$ cat src/rtl/dmem_arbiter.sv
// Two-port round-robin arbiter and sequencer for a single-port data memory.
// Each granted access runs IDLE -> ACCESS -> DONE and returns a one-cycle ack (and err if out of range).
module dmem_arbiter #(
    parameter int unsigned RAM_SIZE   = 256,
    parameter bit          FIXED_PRIO = 1'b0
) (
    input  logic        clk,
    input  logic        reset,
    input  logic        req0,
    input  logic        we0,
    input  logic [31:0] addr0,
    input  logic [31:0] wdata0,
    output logic        ack0,
    output logic        err0,
    output logic [31:0] rdata0,
    input  logic        req1,
    input  logic        we1,
    input  logic [31:0] addr1,
    input  logic [31:0] wdata1,
    output logic        ack1,
    output logic        err1,
    output logic [31:0] rdata1,
    output logic        mem_rd,
    output logic        mem_wr,
    output logic [31:0] mem_addr,
    output logic [31:0] mem_wdata,
    input  logic [31:0] mem_rdata,
    output logic        busy,
    output logic        owner
);

    typedef enum logic [1:0] {IDLE, ACCESS, DONE} state_t;

    state_t      state, state_next;
    logic        last_win;
    logic        err_flag;
    logic        grant;
    logic        win;
    logic        win_we;
    logic [31:0] win_addr;
    logic [31:0] win_wdata;
    logic        win_oor;

    always_comb begin
        state_next = state;
        grant      = 1'b0;
        win        = 1'b0;
        case (state)
            IDLE: begin
                if (req0 | req1) begin
                    grant      = 1'b1;
                    // On a tie the port that did not win last time goes first
                    if (req0 & req1) win = FIXED_PRIO ? 1'b0 : ~last_win;
                    else             win = req1;
                    state_next = ACCESS;
                end
            end
            ACCESS:  state_next = DONE;
            DONE:    state_next = IDLE;
            default: state_next = IDLE;
        endcase
    end

    assign win_we    = win ? we1 : we0;
    assign win_addr  = win ? addr1 : addr0;
    assign win_wdata = win ? wdata1 : wdata0;
    assign win_oor   = win_addr >= 32'(RAM_SIZE);
    assign busy      = (state != IDLE);

    always_ff @(posedge clk) begin
        if (reset) state <= IDLE;
        else       state <= state_next;
    end

    always_ff @(posedge clk) begin
        if (reset) begin
            ack0      <= 1'b0;
            ack1      <= 1'b0;
            err0      <= 1'b0;
            err1      <= 1'b0;
            rdata0    <= '0;
            rdata1    <= '0;
            mem_rd    <= 1'b0;
            mem_wr    <= 1'b0;
            mem_addr  <= '0;
            mem_wdata <= '0;
            owner     <= 1'b0;
            last_win  <= 1'b1;
            err_flag  <= 1'b0;
        end else begin
            ack0 <= 1'b0;
            ack1 <= 1'b0;
            err0 <= 1'b0;
            err1 <= 1'b0;
            if (grant) begin
                mem_addr  <= win_addr;
                mem_wdata <= win_wdata;
                owner     <= win;
                last_win  <= win;
                err_flag  <= win_oor;
                mem_rd    <= ~win_we & ~win_oor;
                mem_wr    <= win_we & ~win_oor;
            end
            if (state == ACCESS) begin
                mem_rd <= 1'b0;
                mem_wr <= 1'b0;
                if (owner) begin
                    ack1 <= 1'b1;
                    err1 <= err_flag;
                    if (err_flag)    rdata1 <= '0;
                    else if (mem_rd) rdata1 <= mem_rdata;
                end else begin
                    ack0 <= 1'b1;
                    err0 <= err_flag;
                    if (err_flag)    rdata0 <= '0;
                    else if (mem_rd) rdata0 <= mem_rdata;
                end
            end
        end
    end

endmodule
$ cat config.mk
export PLATFORM = sky130hd
export DESIGN_NAME = dmem_arbiter
export DESIGN_NICKNAME = d
export VERILOG_FILES = /design/src/rtl/dmem_arbiter.sv
export SDC_FILE = /design/constraint.sdc
export NUM_CORES = 1
export LEC_CHECK = 0
export ABC_AREA = 1
export BUFFER_PORTS_ARGS = -buffer_cell sky130_fd_sc_hd__buf_2
export CORE_AREA = 2 2 117 119
export DETAILED_ROUTE_END_ITERATION = 8
export DIE_AREA = 0 0 119 121
export PLACE_DENSITY = 0.78
export SLEW_MARGIN = 20
export SYNTH_ARGS = -nofsm -noshare
export SYNTH_HDL_FRONTEND = slang
export SYNTH_SLANG_ARGS = --single-unit
$ cat constraint.sdc
create_clock -name clk -period 2.4 [get_ports clk]
set_clock_uncertainty 0.2 [all_clocks]
set_input_delay 0 -clock clk [delete_from_list [all_inputs] [get_ports clk]]
set_output_delay 0 -clock clk [all_outputs]
set_load 0.05 [all_outputs]
* After elaboration in Yosys (flattened, before gate mapping)
Cells that the tools add are included.
Storage, ports and cells: register bits 139, latch bits 0, bits in writable memories 0, memory bits (read-only) 0, output and inout port bits 136, memories 0
Operators by class: add/sub/neg operators 0, multipliers 0, div/mod/pow operators 0, $lt $le $gt $ge 1, equal/unequal tests 2, shift operators 0, muxes and demuxes 14, bitwise gates (word level) 9, reductions and logical operators 9
Operators with widths (number):
- $mux 32 | 4
- $ge 32x9->1 const B | 1
- $mux 1 | 8
- $reduce_and 3->1 | 2
- $reduce_or 3->1 | 2
- $not 1->1 | 5
- $pmux 2 s2 | 1
- $reduce_bool 2->1 | 2
- $reduce_or 2->1 | 2
- $and 1x1->1 | 3
- $eq 2x1->1 const B | 1
- $logic_not 2->1 | 1
- $mux 2 | 1
- $ne 2x2->1 const B | 1
- $or 1x1->1 | 1

* Longest topological paths before layout
word-level depth 8, depth in mapped cells 12

* Least setup slack after synthesis
No wires, ideal clock.
path kind reg2reg, start point register state[1], end point register err_flag, arrival time 1.685 ns, setup slack 0.382 ns, cell stages (with the launch flop) 13, clock period less this slack 2.018 ns, path through dfxtp_1 inv_1 nand2_1 nor2_2 buf_2 nand2_1 nand2_1 nor2_1 nand3_1 nor2_1 nand2_1 nand2_1 a21oi_1
On the way: longest elaborated chain between the ends 4, elaborated cells between the ends (all ways) 5
Ends and longest elaborated chain:
- start, declared | line 34 | state_t state, state_next;
- start signal, assigned | line 72 | else state <= state_next;
- $logic_not 2->1 (*) | line 48 | case (state)
- $mux 1 | line 48
- $mux 32 | line 65 | assign win_addr = win ? addr1 : addr0;
- $ge 32x9->1 | line 67 | assign win_oor = win_addr >= 32'(RAM_SIZE);
- end signal, assigned | line 100 | err_flag <= win_oor;
- end, declared | line 36 | logic err_flag;
Every way passes the cells marked *; elsewhere a longest branch is shown, timed or not. A chain may end at the register's enable or synchronous reset.

* Final worst setup path
start point register state[0], end point register mem_addr[13]
On the way: longest elaborated chain between the ends 3, elaborated cells between the ends (all ways) 4
Ends and longest elaborated chain:
- $logic_not 2->1 (*) | line 48
- $mux 1 | line 48
- $mux 32 | line 65
- end signal, assigned | line 96 | mem_addr <= win_addr;
- end, declared | line 25 | output logic [31:0] mem_addr,
Marked as above.

==> reports/metrics.yaml <==
synth:
  synth_area_leaders: "dfxtp_1 (48%), o21ai_0 (9.4%), nor2_1 (8.6%)"
  avgSynthCellArea_sq_um: 7.31
  ys_ff_latch: 139
  synth_fp_nets: 956
  yosysMostFrequentCell: "dfxtp_1"
  ys_warn_count: 0
  ys_seq_area_frac: 0.482
  synth_flop_cell: "dfxtp_1"
  synthCells: 790
  synth_area_leader_cell: "dfxtp_1"
  synth_common_cells: "dfxtp_1 (139), nor2_1 (133), o21ai_0 (108)"
  synth_area_sq_mm: 0.00578
  yosysTopAreaCellShare: 0.482
  synth-edff-count: 0
  synthArstFlopShare: 0
  synth_cell_types: 26
power_and_ir_drop:
  power_frac_clock: 0.340
  p_int_mw: 4.62
  p_per_area_mw_per_mm2: 722
  leakagePower_nw: 5.04
  fin_total_pwr_mw: 7.02
  switching_share: 0.342
  power_switching_mw: 2.40
  comb_power_share: 0.290
  vdd_drop_max_uv: 435
  power.share.sequential: 0.371
timing:
  tightest_slew_ns: 0.550
  final.setup.tns_ns: 0
  fmax_mhz: 440
  setup_viol_count_final: 0
  worst_slack_ns: 0.128
  fin_crit_ns: 2.27
  timing.final.crit_share: 0.947
  grt_setup_unrepaired: "no"
  hold_viol_final: 0
  drv_slew: 0
  slew_headroom: 0.633
floorplanning:
  io_pins: 302
  dieArea_sq_mm: 0.0144
  dieWidth_um: 119
  num_rows: 42
  die_h_um: 121
  coreArea_sq_mm: 0.0131
  start_util: 0.442
global_routing:
  antenna_found_initial: 0
  first_global_vias: 7586
  grt_usage: 0.315
  grt_pass1_wl_um: 36400
  grt_max_degree: 61
  grt_overflow: 0
setup_path:
  cp-startpoint: "state[0]"
  crit_arrival_ns: 2.39
  critPathKind: "flop to flop"
  critPathRequiredTime_ns: 2.51
  startpoint_type: "flop"
  reg2reg_slack_ns: 0.13
  path_max_fanout: 17
  reg2reg_depth: 7
  r2r-end: "mem_addr[13]"
  worstSetupEndpointType: "flop"
  rr_startpoint: "state[0]"
  endpoint: "mem_addr[13]"
final_layout:
  num-nets-final: 1412
  final_util: 0.743
  final_area_sq_mm: 0.00973
  nFillCells: 870
  layout-drive-gt1-share: 0.284
  diodes: 0
  area_delta_synth_final_pct: 68.3
placed_design:
  hpwl_um: 12500
  dpl_cell_area_sq_mm: 0.00738
  gp_congestion: 0.834
  io_buffers: 301
  dp_slack_ns: 0.280
flow_run:
  cap_viol_max_count: 0
cts:
  cts-root-buf: "clkbuf_16"
  htreeDepth: 4
  cts_made_buffers: 17
  cts_tree: "done"
  clk_pin_slew_ns: 0.06
  clock_path_buffers: 2
  cts_sinks: 139
  worstSkewPairLatency_ns: 0.41
detailed_routing:
  drtIter0Drc: 794
  final_antenna_net_count: 0
  drt_pre_antenna_iters: 5
  drc_errors: 0
  num_vias: 7587
  wl_um: 23500
  wl_per_cell_um: 16.4
  via_per_inst: 5.30
min_path:
  worstHoldStart: "addr1[28]"
  holdCritPathClass: "input port to flop"
run_status:
  status: "finished clean"
flip-flops by register name (all words and copies together) (netlist names):
register / flops
mem_addr: 32
mem_wdata: 32
rdata0: 32
rdata1: 32
state: 2
ack0: 1
ack1: 1
err0: 1
err1: 1
err_flag: 1
last_win: 1
mem_rd: 1
mem_wr: 1
owner: 1
routing by layer:
metal	share of wire	vias up	track usage
met5	0	-	0
met4	0.056	0	0.201
met3	0.088	127	0.0789
met2	0.48	528	0.536
met1	0.38	3422	0.352
li1	-	3510	-
cells by family after synthesis:
family                 Yosys count  synth area share
buffers and inverters          137            0.0979
and+or+nand+nor                274             0.196
AOI/OAI and AO/OA              240             0.225
DFF                            139             0.482
area by class of cell:
cell class	instances	area, sq um	share of cell area
Clock buffer	21	450	0.0463
Clock inverter	7	72.6	0.00746
Inverter	79	299	0.0307
Multi-Input combinational cell	515	2440	0.251
Sequential cell	139	2780	0.286
Tap cell	176	220	0.0226
Timing Repair Buffer	494	3460	0.355
metrics by stage:
stage | cells | hold WS (ns)
2_1_floorplan | 790 | -0.0582
3_3_place_gp | 1221 | 0.0475
3_5_place_dp | 1221 | 0.0580
4_1_cts | 1426 | 0.00258
5_1_grt | 1431 | 0.0700
6_report | 1431 | 0.0387
power groups by stage:
stage | combinational [mW] | sequential, mW | clock, mW
finish | 2.03 | 2.60 | 2.38
global route | 2.14 | 2.62 | 2.50
CTS | 1.93 | 2.59 | 2.40
detailed placement | 1.64 | 2.63 | 0
global placement | 1.63 | 2.63 | 0
floorplan | 0.544 | 3.26 | 0
layout by cell type (no fill, tap or decap), types with 2 or more instances in the layout:
cell and n:
dlygate4sd3_1 177, clkinv_4 2, a21oi_1 76, o22ai_1 32
o211ai_1 22, clkbuf_1 3, clkinvlp_4 2, nand4_1 15
inv_2 4, nand2_1 105, nand2_2 2, nor3_1 2
clkinv_2 2, buf_12 4, o21ai_0 108, buf_2 301
inv_1 74, dfxtp_1 139, nand3_1 10, clkbuf_16 17
nor2_2 2, nor2_1 133, buf_4 11
worst max-delay path, cell delays in order (launching register included):
cell	delay, ns
dfxtp_1	0.37
nor2_8	0.18
nand3_2	0.35
nand2_1	0.17
nand2_1	0.09
o21ai_0	0.18
dlygate4sd3_1	0.58
inv_1	0.04
worst min-delay path by stage:
stage,to,cells after the start,slack (ns)
floorplan,rdata1[14],2,-0.06
global placement,rdata0[24],3,0.05
detailed placement,rdata1[27],3,0.06
CTS,mem_wr,10,0.003
global route,mem_wr,8,0.07
finish,mem_wr,10,0.04
what timing repair did:
action,4_1_cts,5_1_grt
resized for setup,0,4
setup endpoints to repair,0,48
buffers inserted,0,4
hold buffers,177,0
endpoints found under the hold margin,136,0
Note: power is estimated with default switching activity, not from simulation.
